[src/rtl/mdu_pkg.sv]
// Shared encodings, FSM state type and constants for the RV32M multiply/divide unit.
`timescale 1ns/1ps
package mdu_pkg;

  localparam logic [2:0] MDU_MUL    = 3'd0;
  localparam logic [2:0] MDU_MULH   = 3'd1;
  localparam logic [2:0] MDU_MULHSU = 3'd2;
  localparam logic [2:0] MDU_MULHU  = 3'd3;
  localparam logic [2:0] MDU_DIV    = 3'd4;
  localparam logic [2:0] MDU_DIVU   = 3'd5;
  localparam logic [2:0] MDU_REM    = 3'd6;
  localparam logic [2:0] MDU_REMU   = 3'd7;

  localparam int ITER_CNT = 32;

  typedef enum logic [1:0] {
    S_IDLE = 2'd0,
    S_CALC = 2'd1,
    S_DONE = 2'd2
  } state_t;

  // rs1 is treated as signed by MUL, MULH, MULHSU, DIV and REM.
  function automatic logic op_signed_a(input logic [2:0] op);
    return (op == MDU_MUL) || (op == MDU_MULH) || (op == MDU_MULHSU) ||
           (op == MDU_DIV) || (op == MDU_REM);
  endfunction

  // rs2 is treated as signed by MUL, MULH, DIV and REM.
  function automatic logic op_signed_b(input logic [2:0] op);
    return (op == MDU_MUL) || (op == MDU_MULH) ||
           (op == MDU_DIV) || (op == MDU_REM);
  endfunction

endpackage

[src/rtl/mdu_iter.sv]
// Shared iterative datapath: radix-2 shift-add multiply and restoring divide on
// unsigned magnitudes, one step per enabled cycle, ITER_CNT steps per operation.
`timescale 1ns/1ps
module mdu_iter
  import mdu_pkg::*;
#(
  parameter int XLEN = 32
) (
  input  logic            clk,
  input  logic            rstn,
  input  logic            load,
  input  logic            step,
  input  logic            is_div,
  input  logic [XLEN-1:0] a_mag,
  input  logic [XLEN-1:0] b_mag,
  output logic            done,
  output logic [XLEN-1:0] hi,
  output logic [XLEN-1:0] lo
);

  // {hi_q, lo_q}: product (multiply) or {remainder, quotient/dividend} (divide)
  logic [XLEN-1:0] hi_q;
  logic [XLEN-1:0] lo_q;
  logic [XLEN-1:0] b_q;
  logic            div_q;
  logic [5:0]      cnt_q;

  logic [XLEN:0]   mul_sum;
  logic [XLEN:0]   rem_sh;
  logic [XLEN:0]   rem_diff;
  logic [XLEN-1:0] hi_d;
  logic [XLEN-1:0] lo_d;

  always_comb begin
    mul_sum  = {1'b0, hi_q} + (lo_q[0] ? {1'b0, b_q} : '0);
    rem_sh   = {hi_q, lo_q[XLEN-1]};
    rem_diff = rem_sh - {1'b0, b_q};
    hi_d     = hi_q;
    lo_d     = lo_q;
    if (div_q) begin
      // A clear borrow bit means the trial subtraction fits: keep it, shift in a 1.
      if (!rem_diff[XLEN]) begin
        hi_d = rem_diff[XLEN-1:0];
        lo_d = {lo_q[XLEN-2:0], 1'b1};
      end else begin
        hi_d = rem_sh[XLEN-1:0];
        lo_d = {lo_q[XLEN-2:0], 1'b0};
      end
    end else begin
      hi_d = mul_sum[XLEN:1];
      lo_d = {mul_sum[0], lo_q[XLEN-1:1]};
    end
  end

  assign done = (cnt_q == 6'(ITER_CNT));
  assign hi   = hi_q;
  assign lo   = lo_q;

  always_ff @(posedge clk or negedge rstn) begin
    if (!rstn) begin
      hi_q  <= '0;
      lo_q  <= '0;
      b_q   <= '0;
      div_q <= 1'b0;
      cnt_q <= '0;
    end else if (load) begin
      hi_q  <= '0;
      lo_q  <= a_mag;
      b_q   <= b_mag;
      div_q <= is_div;
      cnt_q <= '0;
    end else if (step && !done) begin
      hi_q  <= hi_d;
      lo_q  <= lo_d;
      cnt_q <= cnt_q + 6'd1;
    end
  end

endmodule

[src/rtl/mdu.sv]
// RV32M multiply/divide unit: IDLE/CALC/DONE handshake FSM, special-case bypass and
// sign fix-up around mdu_iter. Define MDU_FAST_MUL_EN for single-cycle multiplies.
`timescale 1ns/1ps
module mdu
  import mdu_pkg::*;
#(
  parameter int XLEN = 32
) (
  input  logic            clk,
  input  logic            rstn,
  input  logic            flush,
  input  logic            in_valid,
  output logic            in_ready,
  input  logic [2:0]      op,
  input  logic [XLEN-1:0] A,
  input  logic [XLEN-1:0] B,
  output logic            out_valid,
  input  logic            out_ready,
  output logic [XLEN-1:0] C
);

  state_t          state_q;
  state_t          state_d;
  logic [2:0]      op_p0;
  logic [XLEN-1:0] a_p0;
  logic [XLEN-1:0] b_p0;
  logic [XLEN-1:0] c_q;
  logic [XLEN-1:0] c_d;
  logic            c_load;
  logic            accept;

  logic            sa_in;
  logic            sb_in;
  logic [XLEN-1:0] a_mag_in;
  logic [XLEN-1:0] b_mag_in;

  logic            iter_done;
  logic [XLEN-1:0] iter_hi;
  logic [XLEN-1:0] iter_lo;

  logic              neg_a;
  logic              neg_b;
  logic [2*XLEN-1:0] prod_mag;
  logic [2*XLEN-1:0] prod;
  logic [XLEN-1:0]   quo;
  logic [XLEN-1:0]   rem;
  logic [XLEN-1:0]   iter_res;

  logic            div_zero;
  logic            div_ovf;
  logic [XLEN-1:0] special_res;
  logic            bypass;
  logic [XLEN-1:0] bypass_res;

  assign accept = in_valid && (state_q == S_IDLE) && !flush;

  // Magnitudes are formed from the live operands so the iterator loads on the accept edge.
  assign sa_in    = op_signed_a(op) && A[XLEN-1];
  assign sb_in    = op_signed_b(op) && B[XLEN-1];
  assign a_mag_in = sa_in ? -A : A;
  assign b_mag_in = sb_in ? -B : B;

  mdu_iter #(.XLEN(XLEN)) u_iter (
    .clk    (clk),
    .rstn   (rstn),
    .load   (accept),
    .step   (state_q == S_CALC),
    .is_div (op[2]),
    .a_mag  (a_mag_in),
    .b_mag  (b_mag_in),
    .done   (iter_done),
    .hi     (iter_hi),
    .lo     (iter_lo)
  );

  // Sign fix-up of the iterative result from the latched request
  assign neg_a = op_signed_a(op_p0) && a_p0[XLEN-1];
  assign neg_b = op_signed_b(op_p0) && b_p0[XLEN-1];

  always_comb begin
    prod_mag = {iter_hi, iter_lo};
    prod     = (neg_a ^ neg_b) ? -prod_mag : prod_mag;
    quo      = (neg_a ^ neg_b) ? -iter_lo : iter_lo;
    rem      = neg_a ? -iter_hi : iter_hi;
    if (op_p0[2]) begin
      iter_res = op_p0[1] ? rem : quo;
    end else if (op_p0 == MDU_MUL) begin
      iter_res = prod[XLEN-1:0];
    end else begin
      iter_res = prod[2*XLEN-1:XLEN];
    end
  end

  // Divide by zero and the signed most-negative / -1 overflow skip the iterations.
  assign div_zero = op_p0[2] && (b_p0 == '0);
  assign div_ovf  = ((op_p0 == MDU_DIV) || (op_p0 == MDU_REM)) &&
                    (a_p0 == {1'b1, {(XLEN-1){1'b0}}}) && (b_p0 == '1);

  always_comb begin
    if (div_zero) begin
      special_res = op_p0[1] ? a_p0 : '1;
    end else begin
      special_res = op_p0[1] ? '0 : a_p0;
    end
  end

`ifdef MDU_FAST_MUL_EN
  logic signed [2*XLEN-1:0] fast_a;
  logic signed [2*XLEN-1:0] fast_b;
  logic signed [2*XLEN-1:0] fast_p;
  logic                     fast_mul;
  logic [XLEN-1:0]          fast_res;

  // 33-bit signed operands (extension bit set only for signed, negative inputs)
  assign fast_a   = $signed({{XLEN{neg_a}}, a_p0});
  assign fast_b   = $signed({{XLEN{neg_b}}, b_p0});
  assign fast_p   = fast_a * fast_b;
  assign fast_mul = !op_p0[2];
  assign fast_res = (op_p0 == MDU_MUL) ? fast_p[XLEN-1:0] : fast_p[2*XLEN-1:XLEN];

  assign bypass     = div_zero || div_ovf || fast_mul;
  assign bypass_res = fast_mul ? fast_res : special_res;
`else
  assign bypass     = div_zero || div_ovf;
  assign bypass_res = special_res;
`endif

  always_comb begin
    state_d   = state_q;
    c_load    = 1'b0;
    c_d       = c_q;
    in_ready  = 1'b0;
    out_valid = 1'b0;
    unique case (state_q)
      S_IDLE: begin
        in_ready = 1'b1;
        if (in_valid) state_d = S_CALC;
      end
      S_CALC: begin
        if (bypass) begin
          state_d = S_DONE;
          c_load  = 1'b1;
          c_d     = bypass_res;
        end else if (iter_done) begin
          state_d = S_DONE;
          c_load  = 1'b1;
          c_d     = iter_res;
        end
      end
      S_DONE: begin
        out_valid = 1'b1;
        if (out_ready) state_d = S_IDLE;
      end
      default: state_d = S_IDLE;
    endcase
    if (flush) begin
      state_d = S_IDLE;
      c_load  = 1'b0;
    end
  end

  always_ff @(posedge clk or negedge rstn) begin
    if (!rstn) begin
      state_q <= S_IDLE;
      op_p0   <= '0;
      a_p0    <= '0;
      b_p0    <= '0;
      c_q     <= '0;
    end else begin
      state_q <= state_d;
      if (accept) begin
        op_p0 <= op;
        a_p0  <= A;
        b_p0  <= B;
      end
      if (c_load) c_q <= c_d;
    end
  end

  assign C = c_q;

endmodule
[config.mk]
export PLATFORM = sky130hd
export DESIGN_NAME = mdu
export DESIGN_NICKNAME = d
export VERILOG_FILES = /design/src/rtl/mdu_pkg.sv /design/src/rtl/mdu_iter.sv /design/src/rtl/mdu.sv
export SDC_FILE = /design/constraint.sdc
export NUM_CORES = 1
export LEC_CHECK = 0
export ABC_AREA = 1
export CAP_MARGIN = 0
export CORE_ASPECT_RATIO = 0.75
export CORE_MARGIN = 1
export CORE_UTILIZATION = 30
export DETAILED_ROUTE_END_ITERATION = 8
export DONT_BUFFER_PORTS = 1
export GPL_ROUTABILITY_DRIVEN = 0
export PLACE_DENSITY = 0.54
export SLEW_MARGIN = 20
export SYNTH_ARGS = -nofsm -noshare
export SYNTH_HDL_FRONTEND = slang
export SYNTH_SLANG_ARGS = --single-unit
export TNS_END_PERCENT = 5
[constraint.sdc]
create_clock -name clk -period 4.3 [get_ports clk]
set_input_delay 0.43 -clock clk [delete_from_list [all_inputs] [get_ports clk]]
set_output_delay 0.43 -clock clk [all_outputs]
set_load 0.02 [all_outputs]
After elaboration in Yosys (flattened, before gate mapping):

Cells that the tools add are included.

* flip-flop bits (word level): 204
* input port bits: 72
* output and inout bits: 34
* logic and storage cells: 105

* eq/ne operators: 16
* mux-type cells: 36
* reduce and logical (&&, ||, !) cells: 34
* add/sub/neg operators: 8
* bitwise operators: 1

Operators by type and width (count)
* 2-to-1 mux 32 bit: 20
* negator 32 bit: 4
* == test 32 bit, second input constant: 2
* 2-to-1 mux 64 bit: 1
* negator 64 bit: 1
* adder 32 x 33 -> 33 bit: 1
* subtractor 33 x 32 -> 33 bit: 1
* zero test 32 bit: 1
* logical OR 1 bit: 14
* == test 3 bit, second input constant: 4
* 2-to-1 mux 6 bit: 2
* logical AND 1 bit: 10
* 2-to-1 mux 2 bit: 5
* 2-to-1 mux 1 bit: 7
* adder 6 x 1 -> 6 bit, second input constant: 1
* == test 3 x 1 -> 1 bit, second input constant: 2
* == test 3 x 2 -> 1 bit, second input constant: 2
* == test 6 bit, second input constant: 1
* zero test 3 bit: 2
* != test 3 bit, second input constant: 2
* case mux 2 bit (3 select lines): 1
* AND reduction 3 bit: 2
* != test 4 bit, second input constant: 1
* nonzero test 2 bit: 2
* 5 further kinds: 6

Logic depth before layout (Yosys ltp):

* depth in word-level cells: 12
* mapped depth: 20
* depth with buffers taken out: 19

Hierarchy:

A second synthesis with hierarchy kept.

* cells, all modules: 3604
* area total of the unflattened synthesis: 20845.0 µm²

By module, submodules not included
* mdu: area an instance 10805.4 µm², cells each 1954, times used 1, sequential area each 2527.4 µm²
* mdu_iter: area an instance 10039.6 µm², cells each 1650, times used 1, sequential area each 2577.5 µm²

Worst setup path after synthesis:

No wires, ideal clock.

* path type: register -> register
* from: register u_iter.lo_q[0], in the netlist u_iter.lo[0]
* to: register u_iter.hi_q[27], in the netlist u_iter.hi[27]
* library setup time: 117 ps
* setup slack: 1672 ps
* required time: 4183 ps
* buffers on the path: 2
* clock period less this slack: 2628 ps
* arrival time: 2511 ps
* stages on the path, launching flop included: 20
* cells stage by stage: dfrtp_1 buf_2 buf_1 nand2_1 inv_1 ha_1 inv_1 fa_1 o21ai_0 nand2_1 nand2_1 nand2_1 nand2_1 nand2_1 nand3_1 nand2_1 nor2_1 nor2_1 nand2_1 nand2_1

* cells in the longest elaborated chain, start to end: 5

RTL lines
* start: declaration: line mdu_iter.sv:23 `logic [XLEN-1:0] lo_q;`
* start signal: assignment: line mdu_iter.sv:68 `lo_q <= a_mag;`
* start signal: assignment: line mdu_iter.sv:74 `lo_q <= lo_d;`
* 2-to-1 mux 32 bit: line mdu_iter.sv:35 `mul_sum = {1'b0, hi_q} + (lo_q[0] ? {1'b0, b_q} : '0);`
* adder 32 x 33 -> 33 bit: line mdu_iter.sv:35
* 2-to-1 mux 32 bit: line mdu_iter.sv:40 `if (div_q) begin`
* 2-to-1 mux 32 bit: line mdu_iter.sv:72 `end else if (step && !done) begin`
* 2-to-1 mux 32 bit: line mdu_iter.sv:66 `end else if (load) begin`
* end signal: assignment: line mdu_iter.sv:73 `hi_q <= hi_d;`
* end: declaration: line mdu_iter.sv:22 `logic [XLEN-1:0] hi_q;`

No other way between the ends. The select of a mux whose other input is x is not followed.
A chain may end at the register's enable or synchronous reset.

Final worst setup path:

Same ends and word-level chain as after synthesis.

==> flow_metrics.py <==
metrics = {
    "final_layout": {
        "fin_area_mm2": 0.0224,
        "final_cells": 4442,
        "areaGrowthSynthToFinish_pct": 11.0,
        "nets": 3696,
        "drive_gt1_share_pct": 2.91,
    },
    "yosys": {
        "synth_edf_count": 0,
        "synth_top_area_share_pct": 25.0,
        "syn_inst": 3568,
        "synth-main-ff-cell": "dfrtp_1",
        "yosysTopAreaCell": "dfrtp_1",
        "seq_area_frac_synth_pct": 25.0,
        "ys_top_cells_by_area": "dfrtp_1 25%, nand2_1 23%, inv_1 9.3%, nor2_1 8.4%, nand3_1 7.4%",
        "async_flop_share_pct": 100,
        "synth.net_count": 3712,
        "syn_avg_cell_area_um2": 5.66,
        "netlist_area_mm2": 0.0202,
        "yosys_warnings": 0,
        "yosys.cell_types.count": 52,
        "ys_ff_latch": 202,
    },
    "die": {
        "die_h_um": 227,
        "die_w_um": 302,
        "boundaryPins": 106,
        "rows": 81,
        "coreArea_mm2": 0.0659,
        "start_util_pct": 30.7,
        "die_area_mm2": 0.0684,
    },
    "route": {
        "avgViaCountPerCell": 5.31,
        "antenna_left": 0,
        "routed_wl_mm": 89.7,
        "drc": 0,
        "wl_per_cell_um": 20.2,
        "drtIter0Drc": 3562,
        "num_vias": 23600,
        "drt-pass1-iter-count": 9,
    },
    "sta": {
        "setup_tns_ns": 0,
        "slew_viol_final": 0,
        "max_slew.worst_pin.slew_ns": 1.05,
        "setup_viol": 0,
        "rsz0062_at_grt": "no",
        "period_share_pct": 77.4,
        "slew-limit-headroom_pct": 29.5,
        "fin_hold_ws_ns": -0.454,
        "finalHoldViolCount": 202,
        "finalClockSkew_ns": 0.0313,
        "fmaxAchievable_ghz": 0.300,
        "layout_min_cycle_time_ns": 3.33,
    },
    "power": {
        "peakVddDrop_mv": 0.308,
        "leakage_nw": 11.7,
        "switching_power_w": 0.00888,
        "seqPwrFrac_pct": 22.9,
        "power_w": 0.0159,
        "p_per_area_mw_per_mm2": 707,
        "p_clk_share_pct": 16.2,
        "intPower_w": 0.00698,
        "comb_power_share_pct": 60.9,
        "switching_share_pct": 56.0,
    },
    "placed_design": {
        "place_hpwl_mm": 70.3,
        "dp_cells": 4353,
        "io_buffers": 0,
        "postPlaceCellArea_mm2": 0.0210,
    },
    "critical_path": {
        "cp_cell_sequence": "buf_4 > nand2_1 > fa_1 > o21ai_0 > nand2_1 > nand2_1 > nand2_1 > nand2_1 > nand2_1 > nand3_1 > nand2_1 > nor2_1 > nor2_1 > nand2_1 > nand2_1",
        "slowest_delay_ns": 0.68,
        "crit_fanout": 31,
        "startpoint_type": "register",
        "criticalPathCategory": "reg -> reg",
        "endpoint_kind": "register",
        "reg2reg_slack_ns": 0.97,
        "cp_data_arrival_time_ns": 3.79,
        "reg2regPathDepth": 15,
        "worstPathRequired_ns": 4.76,
        "cp_slowest_cell": "o21ai_0",
        "crit_top_cell": "nand2_1",
    },
    "cts": {
        "cts_buffers": 26,
        "clkSinkCount": 202,
        "ctsHoldBuffers": 42,
        "htreeDepth": 1,
        "clock_latency_ns": 0.59,
        "clkTransAtPathRegs_ns": 0.06,
        "cts_setup_buffers": 0,
        "cts_buffer_depth": 3,
        "cts_tree": "built",
        "root_buffer": "clkbuf_16",
    },
    "global_routing": {
        "use_met3_pct": 6.68,
        "grt-busiest-layer": "met1",
        "grt_pass1_vias": 21000,
        "grt_usage_pct": 26.0,
        "grt_overflow": 0,
        "grt_max_degree": 203,
        "grtUsageMet1_pct": 39.9,
        "grt_first_pass_wirelength_mm": 135,
        "grtUsageMet2_pct": 35.1,
        "grt_antenna_before_repair": 1,
    },
    "worst_hold_path": {
        "hp-class": "in -> async",
    },
    "run_status": {
        "violations": "hold timing",
        "outcome": "complete, but fails checks",
    },
    "flow_run": {
        "maxCapViolCount": 0,
    },
}
## cells in the final DEF (no fill, tap or decap), types with 3 or more instances in the layout
cell type      instances
nand4_1               61
nand2_1             1220
buf_4                 25
a21oi_1              142
o21a_1                 3
o21ai_1                9
xnor2_1               15
o22ai_1               22
nor2_1               451
dfrtp_1              201
nor2_2                 4
inv_1                500
or2_2                  4
o21ai_0              270
dlygate4sd3_1         42
o21bai_1               5
ha_1                  70
nand3_1              296
o31ai_1                6
a21oi_2                3
a221oi_1               6
inv_2                  7
nand3b_1              11
clkinv_2               4
a21o_1                 3
nand2_2                6
nor3_1                53
a31oi_1                7
nor4_1                 8
clkbuf_8               8
bufinv_16              6
o211ai_1              18
clkbuf_16             26
xor2_1                23
## metal layers
metal | share of wire, % | wire [um] | vias up
met1 | 47 | 42000 | 10800
li1 | - | - | 11400
met5 | 0.014 | 13 | -
met3 | 12 | 11100 | 153
met2 | 38 | 34100 | 1295
met4 | 2.7 | 2460 | 2
## path summary, 6_finish.rpt
kind                                                from                         to
min in group clk                                    A[5]        a_p0[5]$_DFFE_PN0P_
max in group asynchronous                           rstn  u_iter.hi[29]$_DFFE_PN0P_
worst max-delay path            u_iter.lo[0]$_DFFE_PN0P_  u_iter.hi[27]$_DFFE_PN0P_
worst min register to register       a_p0[9]$_DFFE_PN0P_        a_p0[9]$_DFFE_PN0P_
worst min-delay path                                rstn       a_p0[13]$_DFFE_PN0P_
worst max register to register  u_iter.lo[0]$_DFFE_PN0P_  u_iter.hi[27]$_DFFE_PN0P_
## flip-flops by register name, summed over array words and instances, names as in the netlist
name and cells:
u_iter.lo 32, u_iter.cnt_q 6, C 32, b_p0 31
a_p0 32, u_iter.b_q 32, u_iter.hi 32, u_iter.div_q 1
state_q 2, op_p0 2
## through the flow
| stage | worst slack (ns) | util (%) |
|---|---|---|
| detailed placement | 1.08 | 31.9 |
| CTS | 1.04 | 34.0 |
| global route | 0.710 | 34.0 |
| finish | 0.971 | 34.0 |
| global placement | 1.12 | 31.9 |
| floorplan | 1.67 | - |
## cell usage after synthesis (8+ instances only)
master,instances
nor2_1,452
o22ai_1,22
inv_1,501
xor2_1,23
clkbuf_1,61
o211ai_1,18
xnor2_1,15
ha_1,70
nand3b_1,11
o21ai_1,9
nand2_1,1220
buf_1,12
dfrtp_1,202
nor3_1,53
o21ai_0,270
nand3_1,297
a21oi_1,142
nor4_1,8
nand4_1,61
buf_2,21
buf_4,14
## layout make-up
type | count | area [um^2]
Sequential cell | 202 | 5060
Timing Repair Buffer | 69 | 648
Fill cell | 7359 | 43500
Multi-Input combinational cell | 2742 | 12700
Clock inverter | 11 | 234
Tap cell | 871 | 1090
Clock buffer | 35 | 764
Inverter | 511 | 1920
Antenna cell | 1 | 2.50
## repair_timing
item                                   in CTS  in global routing
resized for setup                           0                  0
endpoints found under the hold margin     245                202
setup endpoints to repair                   0                  0
## power groups by stage
stage	combinational [W]	clock [W]	sequential, W
finish	0.00966	0.00256	0.00364
detailed placement	0.00926	0	0.00364
global route	0.0107	0.00267	0.00370
CTS	0.00935	0.00259	0.00361
global placement	0.00931	0	0.00364
floorplan	0.00669	0	0.00312
## worst max-delay path: cells and delay by family, from the launching register on
family / cells / cell delay (ns)
compound gates: 1 / 0.68
fa+ha+maj: 1 / 0.44
flops: 1 / 0.50
buf+inv: 1 / 0.38
simple gates: 12 / 1.20
## kinds of logic (layout without fill, tap and decap cells)
logic type | Yosys count | after routing | synth area share (%)
DFF | 202 | 202 | 25.0
xor gates and xnor gates | 38 | 38 | 1.65
adders and majority gates | 72 | 72 | 4.53
AOI/OAI and AO/OA | 505 | 505 | 13.5
other | 0 | 1 | 0
muxes | 3 | 3 | 0.155
and+or+nand+nor | 2124 | 2124 | 43.0
buffers and inverters | 624 | 626 | 12.2
(Power assumes the default switching activity.)
